File: config.mk
export PLATFORM = sky130hd
export DESIGN_NAME = vend_controller
export DESIGN_NICKNAME = d
export VERILOG_FILES = /design/src/rtl/vend_controller.sv
export SDC_FILE = /design/constraint.sdc
export NUM_CORES = 1
export LEC_CHECK = 0
export ABC_AREA = 1
export ABC_CLOCK_PERIOD_IN_PS = 2740
export CORE_MARGIN = 3
export CORE_UTILIZATION = 30
export DETAILED_ROUTE_END_ITERATION = 10
export SYNTH_ARGS = -nofsm -noshare
export SYNTH_HDL_FRONTEND = slang
export SYNTH_SLANG_ARGS = --single-unit
File: constraint.sdc
create_clock -name clk -period 2.74 [get_ports clk]
set_input_delay 0.548 -clock clk [delete_from_list [all_inputs] [get_ports clk]]
set_output_delay 0.548 -clock clk [all_outputs]
set_load 0.03 [all_outputs]
File: src/rtl/vend_controller.sv
// Vending machine sequencer: accumulates coin credit, requests a vend at PRICE,
// then pays out change one coin at a time over a req/ack hopper handshake.
module vend_controller #(
    parameter int PRICE    = 100,
    parameter int CREDIT_W = 8
) (
    input  logic                clk,
    input  logic                reset,
    input  logic                valid,
    input  logic                nickel,
    input  logic                dime,
    input  logic                quarter,
    input  logic                cancel,
    input  logic                vend_ack,
    input  logic                coin_out_ack,
    output logic                vend_req,
    output logic                coin_out_req,
    output logic [1:0]          coin_out_type,
    output logic [CREDIT_W-1:0] credit,
    output logic                coin_reject,
    output logic                busy
);

    typedef enum logic [1:0] {ACCEPT, VEND, CHANGE, GAP} state_t;

    localparam logic [1:0] COIN_NONE    = 2'b00;
    localparam logic [1:0] COIN_NICKEL  = 2'b01;
    localparam logic [1:0] COIN_DIME    = 2'b10;
    localparam logic [1:0] COIN_QUARTER = 2'b11;

    localparam logic [CREDIT_W-1:0] PRICE_C = CREDIT_W'(PRICE);
    localparam logic [CREDIT_W:0]   PRICE_X = (CREDIT_W + 1)'(PRICE);
    localparam logic [CREDIT_W-1:0] C5      = CREDIT_W'(5);
    localparam logic [CREDIT_W-1:0] C10     = CREDIT_W'(10);
    localparam logic [CREDIT_W-1:0] C25     = CREDIT_W'(25);

    state_t                state, state_n;
    logic [CREDIT_W-1:0]   credit_n;
    logic [CREDIT_W:0]     sum, total;
    logic                  vend_req_n, coin_out_req_n, coin_reject_n, busy_n;
    logic [1:0]            coin_out_type_n;

    function automatic logic [1:0] denom(input logic [CREDIT_W-1:0] c);
        if (c >= C25)      return COIN_QUARTER;
        else if (c >= C10) return COIN_DIME;
        else               return COIN_NICKEL;
    endfunction

    function automatic logic [CREDIT_W-1:0] coin_value(input logic [1:0] t);
        case (t)
            COIN_QUARTER: return C25;
            COIN_DIME:    return C10;
            default:      return C5;
        endcase
    endfunction

    // One extra bit so credit + sum cannot wrap before the PRICE compare.
    always_comb begin
        sum = '0;
        if (valid) begin
            if (nickel)  sum = sum + {1'b0, C5};
            if (dime)    sum = sum + {1'b0, C10};
            if (quarter) sum = sum + {1'b0, C25};
        end
        total = {1'b0, credit} + sum;
    end

    always_comb begin
        state_n       = state;
        credit_n      = credit;
        coin_reject_n = (state != ACCEPT) && (sum != '0);
        case (state)
            ACCEPT: begin
                credit_n = total[CREDIT_W-1:0];
                if (total >= PRICE_X)
                    state_n = VEND;
                else if (cancel && total != '0)
                    state_n = CHANGE;
            end
            VEND: begin
                if (vend_ack) begin
                    credit_n = credit - PRICE_C;
                    state_n  = (credit == PRICE_C) ? ACCEPT : CHANGE;
                end
            end
            CHANGE: begin
                if (coin_out_ack) begin
                    credit_n = credit - coin_value(coin_out_type);
                    state_n  = GAP;
                end
            end
            GAP:     state_n = (credit != '0) ? CHANGE : ACCEPT;
            default: state_n = ACCEPT;
        endcase

        // Outputs are derived from the next state so they register alongside it.
        vend_req_n      = (state_n == VEND);
        coin_out_req_n  = (state_n == CHANGE);
        coin_out_type_n = (state_n == CHANGE) ? denom(credit_n) : COIN_NONE;
        busy_n          = (state_n != ACCEPT);
    end

    always_ff @(posedge clk or posedge reset) begin
        if (reset) begin
            state         <= ACCEPT;
            credit        <= '0;
            vend_req      <= 1'b0;
            coin_out_req  <= 1'b0;
            coin_out_type <= COIN_NONE;
            coin_reject   <= 1'b0;
            busy          <= 1'b0;
        end else begin
            state         <= state_n;
            credit        <= credit_n;
            vend_req      <= vend_req_n;
            coin_out_req  <= coin_out_req_n;
            coin_out_type <= coin_out_type_n;
            coin_reject   <= coin_reject_n;
            busy          <= busy_n;
        end
    end

endmodule
==> results.yml, run 1 <==
critical_path:
  start_kind: "input pin"
  reg2regPathDepth: 15
  critPathRequiredTime_ns: 2.89
  cp_top_family: "buffers and inverters"
  critPathKind: "input pin to flop"
  cp_common_cell: "nand2_2"
  crit_buf_inv: 7
  cp_data_arrival_time_ns: 2.74
  crit_chain: "dlygate4sd2_1, buf_6, a21oi_4, ha_2, inv_1, fa_2, inv_2, buf_4, nand2_1, nand4_1, nand2_2, inv_2, nand3_2, nand2_2, nand2_2, nand3_4, clkinv_1, nand2_1, nor2_1"
  cp_max_fo: 6
  crit_path_end_kind: "flop"
  slowest_delay_ns: 0.34
  path_depth: 19
  cp_slowest_cell: "fa_2"
drt:
  drt_iter0_drc: 101
  via_count: 1907
  drtAntennaViolNets: 0
  drc_errors: 0
  drt-total-wl_um: 5130
  route.detailed.wl_per_inst_um: 12.6
  vias_per_cell: 4.70
  dr.pass1.iters: 4
timing:
  relSlewSlack_pct: 54.6
  skew_ns: 0.00143
  report.final.hold_viol_count: 0
  post-route-period-util_pct: 94.6
  setup_viol: 0
  maxSlewViolCount: 0
  period_minus_slack_ns: 2.59
  fmax_ghz: 0.386
  tightestPinTransition_ns: 0.681
  hold-worst-slack_ns: 0.692
final_layout:
  utilization_pct: 42.3
  drive_above_1_share_pct: 22.5
  synthToLayoutAreaGrowth_pct: 31.2
  diodes: 0
  final_cells: 406
  nNetsFinal: 363
  fillers: 591
placed_design:
  gp_congestion: 0.916
  dp.cells: 399
  io_buffers: 22
  dp_hpwl_um: 4140
cts:
  cts_sinks: 16
  cts_tree: "built"
  path_clk_slew_ns: 0.06
  worstSkewPairLatency_ns: 0.25
  cts.htree.levels: 1
  cts_root_buf: "clkbuf_8"
  clk_path_buf_depth: 2
  cts_buffers: 3
power:
  p_comb_share_pct: 77.3
  seqPwrFrac_pct: 16.9
  p_sw_share_pct: 54.2
  p_int_uw: 1450
  switchingPower_uw: 1710
  leakagePower_uw: 0.00129
  p_per_area_mw_per_mm2: 1310
  power.share.clock_pct: 5.8
  vdd_drop_max_mv: 0.798
synthesis:
  synth.distinct_cells: 29
  synth-seq-cells: 16
  syn_inst: 289
  synthTopCellsByArea: "dfrtp_1 22%, nand2_1 17%, ha_1 11%, inv_1 9.8%, nand3_1 9.0%"
  syn_area_per_cell_um2: 6.36
  yosysWarnings: 0
  yosysTopAreaCellShare_pct: 21.8
  synthArstFlopShare_pct: 100
  synth.most_common_cell: "nand2_1"
  synth_nets: 316
  synth-edff-count: 0
  synthFlopType: "dfrtp_1"
  syn-cell-area_mm2: 0.00184
  yosysTopAreaCell: "dfrtp_1"
  synthTopCellsByCount: "82 x nand2_1, 48 x inv_1, 33 x nand3_1, 22 x nor2_1"
  ys_seq_area_share_pct: 21.8
grt:
  grt_pass1_vias: 1767
  grt_max_degree: 17
  track_usage_pct: 14.9
  grt-ovfl-total: 0
  grt_pass1_wl_um: 8540
  antenna_found_initial: 0
hold_path:
  hp-class: "input pin to asynchronous set/reset pin"
floorplan:
  core_area_mm2: 0.00571
  ios: 23
  die_area_mm2: 0.00711
  row_count: 27
  start_util_pct: 32.2
  die_h_um: 84.3
  fp.dieW_um: 84.3
run_status:
  status: "complete, no violations"
run:
  drv_cap: 0
==> per-layer routing <==
| layer | track usage [%] | part of all wire [%] | vias to the layer above |
|---|---|---|---|
| met5 | 0 | 0 | - |
| met4 | 3.95 | 1.0 | 0 |
| met3 | 1.67 | 2.8 | 5 |
| met2 | 24.5 | 47 | 27 |
| met1 | 20.7 | 49 | 877 |
| li1 | - | - | 998 |
==> power by group through the flow <==
stage	Clock [uW]	Combinational (uW)	Sequential (uW)
after global placement	0	2310	537
after floorplan	0	1440	634
after CTS	193	2410	534
after detailed placement	0	2320	536
after global routing	204	2740	554
final	183	2440	534
==> placed cells by master, fill, tap and decap left out, types with 2 or more instances in the layout <==
cell type	count
nand2_1	79
inv_1	46
nand3_1	30
buf_4	24
nor2_1	20
clkdlybuf4s50_1	18
dfrtp_1	16
ha_1	15
nand2_2	11
a21oi_1	10
inv_2	6
nand4_1	6
o21ai_0	5
nor2_2	5
nand3_2	5
a21oi_2	4
xor2_1	4
nor2_4	3
clkbuf_8	3
o21ai_2	2
o21bai_1	2
nand3_4	2
nor4_1	2
clkbuf_2	2
==> worst reg2reg max path, cell delays in order, from the launching register on <==
cell and delay [ns]:
dfrtp_1 0.40, inv_1 0.07, or2_2 0.32, ha_1 0.19, inv_1 0.08, fa_1 0.40
nand2_1 0.07, o21ai_0 0.07, nor2_1 0.18, nand2_1 0.08, nand3_1 0.10, nand2_1 0.06
a21oi_1 0.11, nand3_1 0.08, nand2_1 0.06, inv_1 0.04
==> registers in the layout, summed over array words and instances, names as in the netlist <==
register       cells
credit             8
coin_out_type      2
state              2
busy               1
coin_out_req       1
coin_reject        1
vend_req           1
==> stage by stage <==
step                setup WS (ns)  TNS, ns  instance area [um2]  total power, uW
finish                      0.147        0                 2410             3160
global placement           -0.485    -3.48                 2280             2850
floorplan                   0.199        0                 1840             2080
CTS                        0.0238        0                 2380             3130
global route             -0.00625  -0.0108                 2410             3490
detailed placement         -0.558    -4.14                 2280             2850
==> cell families after synthesis <==
group / count (synthesis) / synth area share (%)
flip-flops: 16 / 21.8
XOR/XNOR: 4 / 1.90
buffers and inverters: 59 / 12.8
AO/OA/AOI/OAI: 27 / 8.23
adder cells (fa/ha/maj): 18 / 13.1
AND/OR/NAND/NOR: 165 / 42.2
==> final timing paths <==
path / startpoint / to / slack [ns]
worst max-delay path: quarter / coin_out_type[1] / 0.15
worst min-delay path: reset / vend_req / 0.69
worst max register to register: coin_out_type[1] / coin_out_type[0] / 0.33
worst min register to register: credit[7] / credit[7] / 0.70
max in group asynchronous: reset / credit[0] / 1.62
min in group clk: credit[7] / credit[7] / 0.70
==> final cells by class <==
cell class | instances | area [um2] | area share (%)
clock buffers | 3 | 41.3 | 1.71
inverters | 54 | 204 | 8.45
multi-input cells | 214 | 1280 | 52.9
flip-flops and latches | 16 | 400 | 16.6
well taps | 72 | 90.1 | 3.73
repair buffers | 47 | 400 | 16.6
==> what timing repair did <==
action	4_1_cts	5_1_grt
resized for setup	21	12
hold buffers	0	0
setup buffers	3	1
setup endpoints to repair	7	7
pin swaps	4	5
No activity file was read; power rests on OpenSTA's default activity.
==> run 2: changes to the inputs <==
DONT_BUFFER_PORTS = 1   (was default)
SLEW_MARGIN = 40   (was default)
==> results.yml, run 2 (same netlist as run 1, synthesis figures left out) <==
floorplan:
  row_count: 27
  start_util_pct: 32.2
  die_area_mm2: 0.00711
  core_area_mm2: 0.00571
  ios: 23
  fp.dieW_um: 84.3
  die_h_um: 84.3
hold_path:
  hp-class: "input pin to asynchronous set/reset pin"
timing:
  tns_ns: 0
  relSlewSlack_pct: 54.9
  post-route-period-util_pct: 89.0
  report.final.hold_viol_count: 0
  skew_ns: 0.00378
  fmax_ghz: 0.410
  maxSlewViolCount: 0
  tightestPinTransition_ns: 0.676
  rsz0062_at_grt: "no"
  period_minus_slack_ns: 2.44
  setup_viol: 0
drt:
  drt-total-wl_um: 4930
  route.detailed.wl_per_inst_um: 13.4
  drt_iter0_drc: 120
  via_count: 1743
  drc_errors: 0
  vias_per_cell: 4.72
  dr.pass1.iters: 4
  drtAntennaViolNets: 0
cts:
  cts_buffers: 3
  cts_sinks: 16
  path_clk_slew_ns: 0.07
  cts_setup_buffers: 0
  clk_path_buf_depth: 2
  cts_root_buf: "clkbuf_8"
  cts.htree.levels: 1
  worstSkewPairLatency_ns: 0.26
  cts_tree: "built"
critical_path:
  r2r-start: "coin_out_type[1]"
  path_depth: 19
  reg2regPathDepth: 15
  r2r_slack_ns: 0.37
  cp_slowest_cell: "fa_1"
  start_kind: "input pin"
  crit_chain: "inv_1, ha_1, a21oi_2, inv_1, fa_1, inv_1, nand3_1, nand2_1, nand2_1, nand2_2, inv_1, nand2_1, nand2_1, nor2_2, inv_2, a21oi_1, nand3_1, nand2_1, inv_1"
  r2r_end: "coin_out_type[1]"
  cp_top_family: "simple AND/OR/NAND/NOR gates"
  critPathRequiredTime_ns: 2.90
  crit_path_end_kind: "flop"
  critPathKind: "input pin to flop"
  crit_buf_inv: 6
  cp_data_arrival_time_ns: 2.59
  cp_max_fo: 6
  slowest_delay_ns: 0.41
  critPathLaunch: "nickel"
grt:
  grt_use_met1_pct: 20.4
  grt_pass1_wl_um: 8090
  antenna_found_initial: 0
  grt-ovfl-total: 0
  grt_max_degree: 17
  use_met2_pct: 21.7
  top_usage_layer: "met2"
  track_usage_pct: 14.1
  grt_use_met3_pct: 2.26
  grt_pass1_vias: 1658
power:
  p_int_uw: 1180
  leakagePower_uw: 0.00113
  power.share.clock_pct: 7.8
  switchingPower_uw: 1630
  vdd_drop_max_mv: 0.685
  p_per_area_mw_per_mm2: 1390
  p_comb_share_pct: 70.5
  p_sw_share_pct: 58.0
  seqPwrFrac_pct: 21.7
placed_design:
  dp.cells: 365
  dp_hpwl_um: 4040
  io_buffers: 0
  gp_congestion: 0.936
final_layout:
  synthToLayoutAreaGrowth_pct: 10.1
  fillers: 601
  utilization_pct: 35.5
  final_cells: 369
  regMostFlops: "credit"
  nNetsFinal: 325
  reg_top3: "credit x8, coin_out_type x2, state x2"
  final_cell_mix: "82 x nand2_1, 48 x inv_1, 33 x nand3_1"
  drive_above_1_share_pct: 13.5
  final_common_cell: "nand2_1"
  diodes: 0
  largest_reg_flops: 8
run_status:
  status: "complete, no violations"
run:
  drv_cap: 0
run 2: cell count changes in the layout (fill, tap and decap cells not counted), sizes merged:
| cell | change |
|---|---|
| buf | -16 |
| dlygate4sd2 | -1 |
| clkdlybuf4s50 | -18 |
| clkbuf | -1 |
| clkdlybuf4s15 | -1 |
run 2: through the flow:
| stage | total power [uW] | hold WS (ns) | instance area [um2] | setup slack (ns) |
|---|---|---|---|---|
| after CTS | 2820 | 0.302 | 2020 | 0.268 |
| final | 2820 | 0.271 | 2020 | 0.302 |
| after global routing | 3110 | 0.322 | 2020 | 0.0335 |
| after floorplan | 2080 | 0.462 | 1840 | 0.199 |
| after global placement | 2580 | 0.584 | 1970 | 0.0601 |
| after detailed placement | 2580 | 0.582 | 1970 | 0.00772 |
run 2: power by group through the flow:
stage          Sequential, uW  Combinational (uW)  Clock, uW
2_1_floorplan             634                1440          0
3_3_place_gp              617                1960          0
3_5_place_dp              613                1970          0
4_1_cts                   612                1980        223
5_1_grt                   627                2250        231
6_report                  611                1990        220
run 2: per-layer routing:
layer  part of all wire (%)  vias up  wire length (um)
met2                     44       37              2170
met5                      0        -                 0
li1                       -      931                 -
met1                     49      770              2420
met3                    5.9        5               289
met4                   0.93        0                46
run 2: timing repair:
action	CTS	global route
hold buffers	0	0
endpoints found under the setup margin	0	1
resized for setup	0	1
run 2: worst max path at each step:
| stage | end | slack (ns) |
|---|---|---|
| 6_report | coin_out_type[0] | 0.30 |
| 3_5_place_dp | coin_out_type[0] | 0.008 |
| 5_1_grt | coin_out_type[0] | 0.03 |
| 3_3_place_gp | coin_out_type[0] | 0.06 |
| 4_1_cts | coin_out_type[0] | 0.27 |
| 2_1_floorplan | coin_out_type[0] | 0.20 |
run 2: area by class of cell:
type	instances	area [um2]	area share, %
flip-flops and latches	16	400	19.8
well taps	72	90.1	4.45
clock buffers	4	55.1	2.72
inverters	54	204	10.1
repair buffers	9	67.6	3.34
multi-input cells	214	1210	59.6
==> run 3: changes to the inputs <==
TNS_END_PERCENT = 20   (was default)
==> results of run 3 <==
No change in the layout: final DEF, timing and power equal those of run 2.
